File: src/rtl/auto_turn_sequencer.sv
// auto_turn_sequencer: timed left/right turn driver with a one-deep command slot.
// Optional macro AUTO_TURN_SETTLE_EN adds a SETTLE phase between the end of the
// drive and the done pulse; without it done follows the last drive cycle.
module auto_turn_sequencer #(
  parameter int QUARTER_CYCLES = 380,
  parameter int SETTLE_CYCLES  = 20
) (
  input  logic       clk,
  input  logic       rst,
  input  logic       enable,
  input  logic       cmd_valid,
  input  logic       cmd_dir,
  input  logic [1:0] cmd_quarters,
  output logic       cmd_ready,
  input  logic       abort,
  output logic       turn_left,
  output logic       turn_right,
  output logic       is_turning,
  output logic       done,
  output logic [1:0] quarters_left
);

  localparam int MAXC  = (QUARTER_CYCLES > SETTLE_CYCLES) ? QUARTER_CYCLES : SETTLE_CYCLES;
  localparam int CNT_W = $clog2(MAXC + 1);
  localparam logic [CNT_W-1:0] QLOAD = CNT_W'(QUARTER_CYCLES - 1);
`ifdef AUTO_TURN_SETTLE_EN
  localparam logic [CNT_W-1:0] SLOAD = CNT_W'(SETTLE_CYCLES - 1);
`endif

  typedef enum logic [1:0] {IDLE, TURN, SETTLE} state_t;

  typedef struct packed {
    logic       dir;
    logic [1:0] q;
  } cmd_t;

  state_t           state;
  logic [CNT_W-1:0] cnt;        // cycles left in the current quarter, minus one
`ifdef AUTO_TURN_SETTLE_EN
  logic [CNT_W-1:0] scnt;       // settle cycles left, minus one
`endif
  cmd_t             pend;
  logic             pend_full;

  cmd_t             nxt;
  logic             nxt_vld;
  logic             acc_nz;
  logic             turn_last;
  logic             finish;
  logic             launch;

  // Handshake, next-command selection and end-of-turn decode.
  // A zero-quarter command completes the handshake but is never stored or started.
  // finish marks the cycle whose following cycle carries the done pulse; launch
  // starts a turn either from IDLE or straight out of finish with no IDLE gap.
  always_comb begin
    cmd_ready = enable & ~rst & ~abort & ~pend_full;
    acc_nz    = cmd_valid & cmd_ready & (cmd_quarters != 2'd0);
    nxt.dir   = pend_full ? pend.dir : cmd_dir;
    nxt.q     = pend_full ? pend.q   : cmd_quarters;
    nxt_vld   = pend_full | acc_nz;
    turn_last = (state == TURN) & (cnt == '0) & (quarters_left == 2'd1);
`ifdef AUTO_TURN_SETTLE_EN
    finish    = (state == SETTLE) & (scnt == '0);
`else
    finish    = (state == TURN) & (abort | turn_last);
`endif
    launch    = ((state == IDLE) | finish) & ~abort & nxt_vld;
  end

  // Sequencer FSM with registered outputs; rst and a low enable both flush
  // everything without producing a done pulse.
  always_ff @(posedge clk) begin
    if (rst || !enable) begin
      state         <= IDLE;
      cnt           <= '0;
`ifdef AUTO_TURN_SETTLE_EN
      scnt          <= '0;
`endif
      pend          <= '0;
      pend_full     <= 1'b0;
      turn_left     <= 1'b0;
      turn_right    <= 1'b0;
      is_turning    <= 1'b0;
      done          <= 1'b0;
      quarters_left <= 2'd0;
    end else begin
      done <= finish;
      if (launch) begin
        state         <= TURN;
        cnt           <= QLOAD;
        quarters_left <= nxt.q;
        turn_left     <= ~nxt.dir;
        turn_right    <= nxt.dir;
        is_turning    <= 1'b1;
        pend_full     <= 1'b0;
      end else if (finish) begin
        state         <= IDLE;
        turn_left     <= 1'b0;
        turn_right    <= 1'b0;
        is_turning    <= 1'b0;
        quarters_left <= 2'd0;
        pend_full     <= 1'b0;
      end else begin
        // pending slot: abort discards it, otherwise a new command parks here
        if (abort) begin
          pend_full <= 1'b0;
        end else if (acc_nz && state != IDLE) begin
          pend.dir  <= cmd_dir;
          pend.q    <= cmd_quarters;
          pend_full <= 1'b1;
        end
        case (state)
          TURN: begin
`ifdef AUTO_TURN_SETTLE_EN
            if (abort || turn_last) begin
              state         <= SETTLE;
              scnt          <= SLOAD;
              turn_left     <= 1'b0;
              turn_right    <= 1'b0;
              quarters_left <= 2'd0;
            end else if (cnt == '0) begin
              cnt           <= QLOAD;
              quarters_left <= quarters_left - 2'd1;
            end else begin
              cnt <= cnt - 1'b1;
            end
`else
            if (cnt == '0) begin
              cnt           <= QLOAD;
              quarters_left <= quarters_left - 2'd1;
            end else begin
              cnt <= cnt - 1'b1;
            end
`endif
          end
`ifdef AUTO_TURN_SETTLE_EN
          SETTLE: scnt <= scnt - 1'b1;
`endif
          default: ;
        endcase
      end
    end
  end

endmodule

File: config.mk
export PLATFORM = sky130hd
export DESIGN_NAME = auto_turn_sequencer
export DESIGN_NICKNAME = d
export VERILOG_FILES = /design/src/rtl/auto_turn_sequencer.sv
export SDC_FILE = /design/constraint.sdc
export NUM_CORES = 1
export LEC_CHECK = 0
export ABC_CLOCK_PERIOD_IN_PS = 2750
export CORE_MARGIN = 5
export CORE_UTILIZATION = 30
export DETAILED_ROUTE_END_ITERATION = 7
export SYNTH_ARGS = -nofsm -noshare
export SYNTH_HDL_FRONTEND = slang
export SYNTH_SLANG_ARGS = --single-unit
File: constraint.sdc
create_clock -name clk -period 2.75 [get_ports clk]
set_clock_uncertainty 0.15 [all_clocks]
set_input_delay 0.275 -clock clk [delete_from_list [all_inputs] [get_ports clk]]
set_output_delay 0.275 -clock clk [all_outputs]
set_load 0.02 [all_outputs]
Word-level counts from Yosys, hierarchy flattened
Cells that the tools add are included.

Output and inout port bits: 7. Bits in registers: 20. Bits of input ports: 8. Logic and storage cells: 66.

Bitwise gates (word level): 19. Reductions and logical operators: 16. Mux-type cells: 16. Add/subtract/negate cells: 2. Eq/ne operators: 2.

Operators with widths (count): two-way mux 9 bit (4); AND 1 bit (10); two-way mux 2 bit (5); logical NOT 9 bit (1); subtractor 9 x 1 -> 9 bit, second input constant (1); two-way mux 1 bit (7); inverter 1 bit (6); AND reduction 2 bit (3); nonzero test 2 bit (3); nonzero test 3 bit (2); AND reduction 4 bit (1); OR reduction 4 bit (1); OR 1 bit (3); equality test 2 x 1 -> 1 bit, second input constant (1); logical NOT 2 bit (1); inequality test 2 x 1 -> 1 bit, second input constant (1); OR reduction 2 bit (1); subtractor 2 x 1 -> 2 bit, second input constant (1); logical AND 1 bit (1); logical NOT 1 bit (1); logical OR 1 bit (1).

Longest topological paths before layout
Gate-level depths: netlist of run 1.

Depth in word-level cells: 10. Gate-level depth with buffers: 7. Gate-level depth less buffers: 6.

Least setup slack after synthesis of run 1
No wires, ideal clock.

Path kind: register to register. Start: register cnt[0]. End: register cnt[5]. Setup slack: 0.573 ns. Library setup time: 0.070 ns. Path buffers: 1. Arrival time: 1.956 ns. Cell stages (with the launch flop): 8. Cells stage by stage: dfxtp_1 -> inv_1 -> ha_1 -> or3b_2 -> buf_2 -> o31a_1 -> a221o_2 -> a21oi_1.

Word-level cells in the longest chain between the ends: 10. Elaborated cells on any way between the ends: 16.

RTL lines: from (decl) (RTL line 38) `logic [CNT_W-1:0] cnt;`; from (signal assigned) (RTL line 133) `cnt <= cnt - 1'b1;`; logical NOT 9 bit (RTL line 62, 129); AND 1 bit (2 in series) (RTL line 62) `turn_last = (state == TURN) & (cnt == '0) & (quarters_left == 2'd1);`; OR 1 bit (RTL line 66) `finish = (state == TURN) & (abort | turn_last);`; AND 1 bit (RTL line 66); OR 1 bit (RTL line 68) `launch = ((state == IDLE) | finish) & ~abort & nxt_vld;`; AND 1 bit (2 in series) (RTL line 68); inequality test 2 x 1 -> 1 bit (no line) / nonzero test 2 bit (equally long branches); AND reduction 2 bit (no line).

Parallel ways exist; a longest one is shown, timed or not. The select of a mux whose other input is x is not followed. A chain may end at the register's enable or synchronous reset.

Worst setup path after layout of run 1
Start: register cnt[0]. End: register cnt[1].

Same word-level chain as after synthesis.

==> run_results.csv, run 1 <==
group,metric,value,unit
outcome,status,"finished clean",
sta,final-hold-violation-count,0,
critical_path,critical_path.max_stage_delay,610,ps
finish,fillers,332,
routing,wl_met1,1300,um
yosys,synth.top_cell.area_share,35.7,%
yosys,synth_area_leaders,"dfxtp_1 (36%), a21oi_1 (4.7%), o31ai_1 (4.2%), a311oi_1 (3.3%), a221o_2 (3.2%)",
clock_tree,path_clk_slew,110,ps
yosys,synth_edf_count,0,
yosys,synth-seq-cells,19,
routing,first_pass_iters,4,
critical_path,cp.required,2770,ps
critical_path,path_class,"flip-flop to flip-flop",
sta,slew_viol_final,0,
placement,dp_hpwl,1860,um
clock_tree,cts_sinks,19,
die,core,3390,um2
pwr,vdd_drop_max,0.000169,V
yosys,yosys-top-cells-count,"dfxtp_1 (19), a21oi_1 (10)",
placement,numPortBuffers,14,
routing,via_count,979,
die,die_area,4850,um2
routing,ant_nets,0,
clock_tree,cts_tree,"yes",
global_routing,antenna_found_initial,0,
worst_hold_path,hold_class,"flip-flop to flip-flop",
yosys,synth_top_area_cell,"dfxtp_1",
global_routing,grt_max_degree,15,
sta,min_period_over_period,86.3,%
global_routing,grt_pass1_wl,4260,um
yosys,ys_types,38,
sta,post-route-min-period,2370,ps
clock_tree,ctsHtreeMaxLevel,1,
critical_path,crit_path_start_kind,"flip-flop",
finish,final_util,37.8,%
yosys,syn_area,1070,um2
sta,worst_slew_pin_slew,625,ps
sta,relSlewSlack,58.1,%
sta,setup_viol_count_final,0,
die,die_w,69.6,um
placement,place_congestion,0.751,
routing,drt-initial-drc-count,24,
sta,rsz0062_at_grt,"no",
finish,multi_input_area,616,um2
routing,wl_met3,66,um
die,std_cell_rows,21,
routing,avgViaCountPerCell,5.44,
global_routing,grt_overflow,0,
yosys,syn-instance-count,119,
finish,areaGrowthSynthToFinish,20.1,%
finish,layout-drive-gt1-share,12.7,%
routing,routed_wl,2510,um
clock_tree,clock_latency,300,ps
pwr,leakagePower,0.000388,uW
sta,fmax,421,MHz
routing,top_layer,"met4",
die,io_pins,15,
flow_run,maxCapViolCount,0,
routing,drt-wirelength-per-cell,14.0,um
critical_path,end_kind,"flip-flop",
yosys,ys_seq_area_share,35.7,%
routing,wl_met2,1090,um
yosys,syn_area_per_cell,8.96,um2
critical_path,worstPathArrival,2400,ps
yosys,synth_flop_cell,"dfxtp_1",
routing,drcViolationCount,0,
sta,whs,336,ps
critical_path,critPathSlowestCell,"or3b_2",
yosys,ys_warn_count,0,
pwr,power_density,376,nW/um2
yosys,synth_most_common_cell,"dfxtp_1",
clock_tree,cts-resized-gates,0,
worst_hold_path,hold_depth,2,
critical_path,crit_fanout,11,
die,die-height,69.6,um
clock_tree,cts-buffers-inserted,3,
global_routing,grt_usage,10.6,%
clock_tree,cts_hold_buf,0,
critical_path,path_cells,"inv_1, ha_1, or3b_2, o41a_1, nor2_1, a221oi_1",
finish,layout.nets,145,
placement,dp.cells,176,
finish,regArea,380,um2
clock_tree,cts_buffer_depth,2,
yosys,synth-async-reset-ratio,0,%
global_routing,first_global_vias,897,
clock_tree,cts_setup_buffers,0,
yosys,syn_nets,129,
sta,fin_tns_setup,0,ps
clock_tree,clock-root-buffer,"clkbuf_4",
finish,final_cells,180,
critical_path,reg2reg_depth,6,
finish,diodes,0,
die,start_util,31.5,%
-- cell families (layout without fill, tap and decap cells) --
logic type,count (synthesis),in the layout,share of synthesized area [%]
AOI/OAI and AO/OA,44,44,33.5
adders and majority gates,2,2,2.35
buffers and inverters,14,29,6.57
DFF,19,19,35.7
muxes,4,4,3.99
and+or+nand+nor,36,36,18.0
-- worst max-delay path: cells and delay by family (launching register included) --
family                   cells  cell delay [ps]
AO/OA/AOI/OAI                2              600
adder cells (fa/ha/maj)      1              180
buffers and inverters        1               80
flip-flops                   1              330
AND/OR/NAND/NOR              2              910
-- through the flow --
step / setup slack [ps] / cell area [um2] / total power (uW)
floorplan: 573 / 1070 / 320
global placement: 452 / 1250 / 341
detailed placement: 403 / 1250 / 342
CTS: 383 / 1280 / 485
global route: 224 / 1280 / 509
finish: 376 / 1280 / 481
-- report_power, final --
group | switching (uW) | leakage [uW] | internal, uW
Sequential | 2.57 | 0.000153 | 277
Clock | 88.3 | 0.0000150 | 56.5
Combinational | 30.7 | 0.000220 | 25.6
Total | 122 | 0.000388 | 359
-- registers in the layout, summed over array words and instances, names as in the netlist --
register and count:
cnt 9, quarters_left 2, turn_left 1, pend 3
state 1, turn_right 1, pend_full 1, done 1
-- final timing paths --
| kind | startpoint | end | slack (ps) |
|---|---|---|---|
| max | cnt[0] | cnt[1] | 380 |
| min | pend[1] | pend[1] | 340 |
| max reg2reg | cnt[0] | cnt[1] | 380 |
| min reg2reg | pend[1] | pend[1] | 340 |
-- cell type report --
| cell class | instances | share of cell area (%) |
|---|---|---|
| repair buffers | 19 | 13.9 |
| clock buffers | 4 | 2.05 |
| multi-input cells | 86 | 48.1 |
| flip-flops and latches | 19 | 29.7 |
| inverters | 6 | 1.76 |
| well taps | 46 | 4.50 |
-- layer usage --
layer	global-route usage, %	vias up
li1	-	489
met1	14.5	474
met2	15.6	12
met3	1.88	4
met4	5.74	0
met5	0	-
-- placed cells by master, fill, tap and decap left out, drive strengths merged, types with 2 or more instances in the layout --
| cell type | netlist | layout |
|---|---|---|
| clkdlybuf4s50 | 0 | 14 |
| ha | 2 | 2 |
| dfxtp | 19 | 19 |
| a311oi | 4 | 4 |
| mux2 | 2 | 2 |
| nor3 | 6 | 6 |
| inv | 6 | 6 |
| o21ai | 5 | 5 |
| nand2b | 4 | 4 |
| buf | 4 | 5 |
| nand3 | 5 | 5 |
| mux2i | 2 | 2 |
| nor2 | 6 | 6 |
| a221o | 3 | 3 |
| o41ai | 3 | 3 |
| a21oi | 10 | 10 |
| or3 | 2 | 2 |
| nor2b | 4 | 4 |
| o31a | 2 | 2 |
| clkbuf | 4 | 4 |
| o31ai | 7 | 7 |
| o311ai | 2 | 2 |
| nand2 | 5 | 5 |
No activity file was read; power rests on OpenSTA's default activity.
==> run 2: changes to the inputs <==
Settings changed: ABC_AREA set to 1, ABC_CLOCK_PERIOD_IN_PS 2750 to 2390.
Clock period 2.75 ns to 2.39 ns, I/O delays scaled along.
==> run_results.csv, run 2 <==
group,metric,value,unit
routing,avgViaCountPerCell,4.61,
die,core,3340,um2
finish,regMostFlops,"cnt",
finish,layout_commonest_cell,"nand2_1",
routing,via_count,954,
sta,setup_ws,275,ps
pwr,vdd_drop_max,0.000181,V
routing,drt-initial-drc-count,13,
clock_tree,clock-root-buffer,"clkbuf_4",
sta,rsz0062_at_grt,"no",
yosys,synth.top_cell.area_share,36.9,%
die,std_cell_rows,21,
placement,place_congestion,0.840,
sta,worst_slew_pin_slew,353,ps
clock_tree,cts_tree,"yes",
global_routing,grt_usage,11.6,%
critical_path,crit_fanout,14,
critical_path,end_kind,"flip-flop",
clock_tree,cts_buffer_depth,2,
yosys,syn-instance-count,146,
sta,post-route-min-period,2120,ps
clock_tree,cts_setup_buffers,0,
sta,fmax,473,MHz
critical_path,crit_path_start_kind,"flip-flop",
sta,whs,321,ps
clock_tree,cts_hold_buf,0,
worst_hold_path,hold_class,"flip-flop to flip-flop",
yosys,synth_most_common_cell,"nand2_1",
global_routing,grt_overflow,0,
finish,largest_reg_flops,9,
routing,drcViolationCount,0,
sta,min_period_over_period,88.5,%
yosys,ys_seq_area_share,36.9,%
global_routing,grt_pass1_wl,4130,um
critical_path,cp.required,2500,ps
yosys,syn_area,1030,um2
yosys,yosys-top-cells-count,"nand2_1 (30), dfxtp_1 (19), inv_1 (17)",
routing,drt-wirelength-per-cell,10.7,um
finish,areaGrowthSynthToFinish,19.2,%
routing,routed_wl,2220,um
finish,diodes,0,
placement,dp_hpwl,1660,um
clock_tree,path_clk_slew,120,ps
yosys,synth_area_leaders,"dfxtp_1 (37%), nand2_1 (11%), inv_1 (6.2%), nor2_1 (5.8%), nand3_1 (5.3%)",
sta,setup_viol_count_final,0,
global_routing,antenna_found_initial,0,
pwr,power_frac_comb,9.1,%
sta,slew_viol_final,0,
routing,first_pass_iters,4,
finish,reg_top3,"cnt: 9 flops, pend: 3 flops, quarters_left: 2 flops",
yosys,synth_edf_count,0,
die,die-height,68.6,um
die,start_util,30.9,%
finish,layout_common_cells,"nand2_1 (30), dfxtp_1 (19), inv_1 (17), nor2_1 (16), clkdlybuf4s50_1 (14)",
yosys,synth_top_area_cell,"dfxtp_1",
clock_tree,cts_sinks,19,
finish,multi_input_area,547,um2
clock_tree,clock_latency,310,ps
clock_tree,cts-resized-gates,0,
pwr,p_sw,136,uW
die,io_pins,15,
yosys,syn_area_per_cell,7.05,um2
placement,numPortBuffers,14,
yosys,synth-seq-cells,19,
finish,final_cells,207,
yosys,synth_flop_cell,"dfxtp_1",
die,die_area,4700,um2
clock_tree,cts-buffers-inserted,3,
placement,post-place-ws,219,ps
finish,final_util,36.8,%
finish,layout.nets,172,
pwr,pwr-share-clk,31.5,%
worst_hold_path,hold_depth,2,
placement,dp.cells,203,
yosys,ys_warn_count,0,
clock_tree,ctsHtreeMaxLevel,1,
critical_path,reg2reg_depth,10,
critical_path,path_class,"flip-flop to flip-flop",
flow_run,maxCapViolCount,0,
pwr,seqPwrFrac,59.3,%
pwr,power_density,439,nW/um2
global_routing,grt_max_degree,15,
yosys,synth-async-reset-ratio,0,%
yosys,syn_nets,156,
outcome,status,"finished clean",
yosys,ys_types,26,
die,die_w,68.6,um
sta,relSlewSlack,76.5,%
pwr,netSwitchingFraction,25.2,%
finish,regArea,380,um2
critical_path,worstPathArrival,2220,ps
pwr,p_int,403,uW
global_routing,first_global_vias,969,
routing,ant_nets,0,
finish,fillers,378,
finish,layout-drive-gt1-share,11.2,%
sta,final-hold-violation-count,0,
pwr,leakagePower,0.000532,uW
sta,fin_tns_setup,0,ps
-- run 2: changes by cell type after synthesis, moves of 5 or more --
cell,change
inv_1,+11
nand2_1,+25
nand3_1,+6
nor2_1,+10
nor3_1,-5
o21ai_0,+6
o31ai_1,-6
-- run 2: power by group through the flow --
stage               Clock, uW  Sequential [uW]  Combinational, uW
floorplan                   0              327               28.1
global placement            0              327               48.8
detailed placement          0              327               49.3
CTS                       180              320               49.5
global route              200              320               55.9
finish                    170              320               49.2
-- run 2: cells by family (layout without fill, tap and decap cells) --
logic type               count (synthesis)  after routing  synth area share, %
XOR/XNOR                                 6              6                 5.10
AND/OR/NAND/NOR                         74             74                 34.1
AO/OA/AOI/OAI                           22             22                 11.4
adder cells (fa/ha/maj)                  2              2                 2.43
buffers and inverters                   23             38                 9.96
flip-flops                              19             19                 36.9
-- run 2: final timing paths --
path / start / to / slack, ps
worst max-delay path: cnt[0] / cnt[8] / 270
worst min-delay path: pend[0] / pend[0] / 320
worst max register to register: cnt[0] / cnt[8] / 270
worst min register to register: pend[0] / pend[0] / 320
-- run 2: layout make-up --
type | instances | share of cell area, %
clock inverter | 1 | 0.408
multi-input combinational | 104 | 44.5
clock buffer | 3 | 1.83
tap | 46 | 4.69
timing repair buffer | 14 | 11.4
sequential | 19 | 31.0
inverter | 20 | 6.12
-- run 2: routing by layer --
metal | global-route usage [%] | wire length (um) | vias to the layer above
met1 | 14.2 | 1070 | 433
met4 | 5.46 | 29 | 0
met3 | 4.05 | 131 | 4
met2 | 17.9 | 982 | 20
met5 | 0 | 0 | -
li1 | - | - | 497
-- run 2: worst max-delay path, stage by stage, from the launching register on --
cell and delay (ps):
dfxtp_1 320, inv_1 110, ha_1 240, nand2_2 110, nor2_4 170, nand4_2 110
nand3_2 240, nand2_2 210, nand2_1 180, o21ai_0 110, nor2_1 110
-- run 2: through the flow --
stage | instance area, um2 | power, uW
final | 1230 | 539
after global routing | 1230 | 576
after detailed placement | 1200 | 376
after CTS | 1230 | 549
after global placement | 1200 | 376
after floorplan | 1030 | 355
==> run 3: changes to the inputs <==
Settings changed: CORE_UTILIZATION 30 to 48, DONT_BUFFER_PORTS set to 1.
==> run_results.csv, run 3 (synthesis results as in run 2) <==
group,metric,value,unit
critical_path,crit_buf_inv,1,
sta,fmax,482,MHz
global_routing,first_global_vias,860,
worst_hold_path,hold_class,"primary input to flip-flop",
finish,areaGrowthSynthToFinish,7.53,%
pwr,leakagePower,0.000502,uW
routing,ant_nets,0,
die,die-height,56.3,um
finish,regArea,380,um2
global_routing,grt_usage,14.1,%
worst_hold_path,hp-start,"abort",
sta,slew_viol_final,0,
clock_tree,path_clk_slew,120,ps
die,core,2000,um2
global_routing,grt_max_degree,15,
sta,final-hold-violation-count,0,
finish,diodes,0,
finish,largest_reg_flops,9,
critical_path,path_class,"flip-flop to flip-flop",
sta,fin_tns_setup,0,ps
finish,layout_commonest_cell,"nand2_1",
routing,drcViolationCount,0,
sta,rsz0062_at_grt,"no",
clock_tree,cts-resized-gates,0,
worst_hold_path,hold_depth,3,
routing,first_pass_iters,4,
critical_path,crit_cells,10,
finish,layout.nets,163,
placement,dp_hpwl,1520,um
critical_path,reg2reg_depth,10,
clock_tree,cts_buffer_depth,2,
finish,layout_common_cells,"nand2_1 (30), dfxtp_1 (19), inv_1 (17), nor2_1 (16), nand3_1 (11)",
routing,drt-initial-drc-count,16,
die,start_util,51.4,%
pwr,vdd_drop_max,0.000382,V
routing,via_count,911,
clock_tree,cts-buffers-inserted,3,
placement,place_congestion,0.857,
die,die_area,3170,um2
critical_path,path_cells,"inv_1, ha_1, nand2_2, nor2_4, nand4_2, nand3_2, nand2_2, nand2_1, o21ai_0, nor2_1",
sta,setup_viol_count_final,0,
critical_path,end_kind,"flip-flop",
global_routing,grt_overflow,0,
placement,numPortBuffers,0,
critical_path,critical_path.max_stage_delay,340,ps
critical_path,critPathSlowestCell,"dfxtp_1",
critical_path,r2r_start,"cnt[0]",
sta,setup_ws,316,ps
flow_run,maxCapViolCount,0,
critical_path,r2r_slack,320,ps
critical_path,crit_path_start_kind,"flip-flop",
global_routing,grt_pass1_wl,3640,um
outcome,status,"finished clean",
critical_path,path_delay_family,"simple AND/OR/NAND/NOR gates",
die,io_pins,15,
sta,worst_slew_pin_slew,304,ps
worst_hold_path,hold_end,"pend_full",
critical_path,cp.required,2450,ps
finish,final_util,55.3,%
clock_tree,ctsHtreeMaxLevel,1,
die,die_w,56.3,um
clock_tree,clock-root-buffer,"clkbuf_4",
sta,relSlewSlack,79.7,%
clock_tree,clock_latency,300,ps
critical_path,crit_fanout,14,
routing,routed_wl,2050,um
finish,fillers,207,
clock_tree,cts_sinks,19,
placement,post-place-ws,352,ps
routing,avgViaCountPerCell,5.09,
finish,multi_input_area,547,um2
die,std_cell_rows,16,
critical_path,timing.rr.end,"cnt[5]",
finish,layout-drive-gt1-share,12.5,%
global_routing,antenna_found_initial,0,
clock_tree,cts_tree,"yes",
sta,post-route-min-period,2070,ps
pwr,power_density,473,nW/um2
pwr,total_power,524,uW
finish,reg_top3,"cnt: 9 flops, pend: 3 flops, quarters_left: 2 flops",
routing,drt-wirelength-per-cell,11.5,um
sta,min_period_over_period,86.8,%
critical_path,worstPathArrival,2130,ps
finish,regMostFlops,"cnt",
critical_path,crit_top_cell,"nand2_2",
[run 3: cell count changes in the layout (fill, tap and decap cells not counted), sizes merged]
| cell | delta |
|---|---|
| dlygate4sd3 | +3 |
| clkbuf | +1 |
| clkinv | -1 |
| clkdlybuf4s50 | -14 |
| buf | +2 |
[run 3: how the worst max path moves through the flow]
stage                             endpoint      start  slack, ps
after floorplan           quarters_left[1]  pend_full        650
after global placement              cnt[5]     cnt[1]        460
after detailed placement            cnt[5]     cnt[0]        350
after CTS                           cnt[5]     cnt[0]        340
after global routing                cnt[1]     cnt[0]        150
final                               cnt[5]     cnt[0]        320
[run 3: repair_timing]
item	CTS	global route
setup buffers	0	0
hold endpoints to repair	3	0
hold buffers	3	0
[run 3: cell type report]
class | count | area share, %
flip-flops and latches | 19 | 34.4
repair buffers | 5 | 4.07
clock buffers | 4 | 2.37
inverters | 20 | 6.78
well taps | 27 | 3.05
multi-input cells | 104 | 49.4
[run 3: tightest hold or removal path, stage by stage]
cell and delay, ps:
inv_1 40, nand2_1 110, a211oi_1 60
[run 3: power by group]
part | internal, uW | switching (uW) | total [uW]
sequential | 318 | 2.20 | 320
combinational | 14.4 | 23.5 | 37.9
clock | 64.9 | 101 | 166
[run 3: metal layers]
metal | share of wire, % | up-vias | track usage, %
li1 | - | 481 | -
met1 | 52 | 406 | 19.5
met2 | 40 | 20 | 20.9
met3 | 5.5 | 4 | 2.75
met4 | 1.7 | 0 | 6.78
met5 | 0 | - | 0
[run 3: per-stage QoR]
stage / area (um2) / std cells / hold WS (ps)
floorplan: 1030 / 146 / 232
global placement: 1050 / 172 / 235
detailed placement: 1050 / 172 / 243
CTS: 1110 / 179 / 37.0
global route: 1110 / 179 / 53.1
finish: 1110 / 179 / 43.5
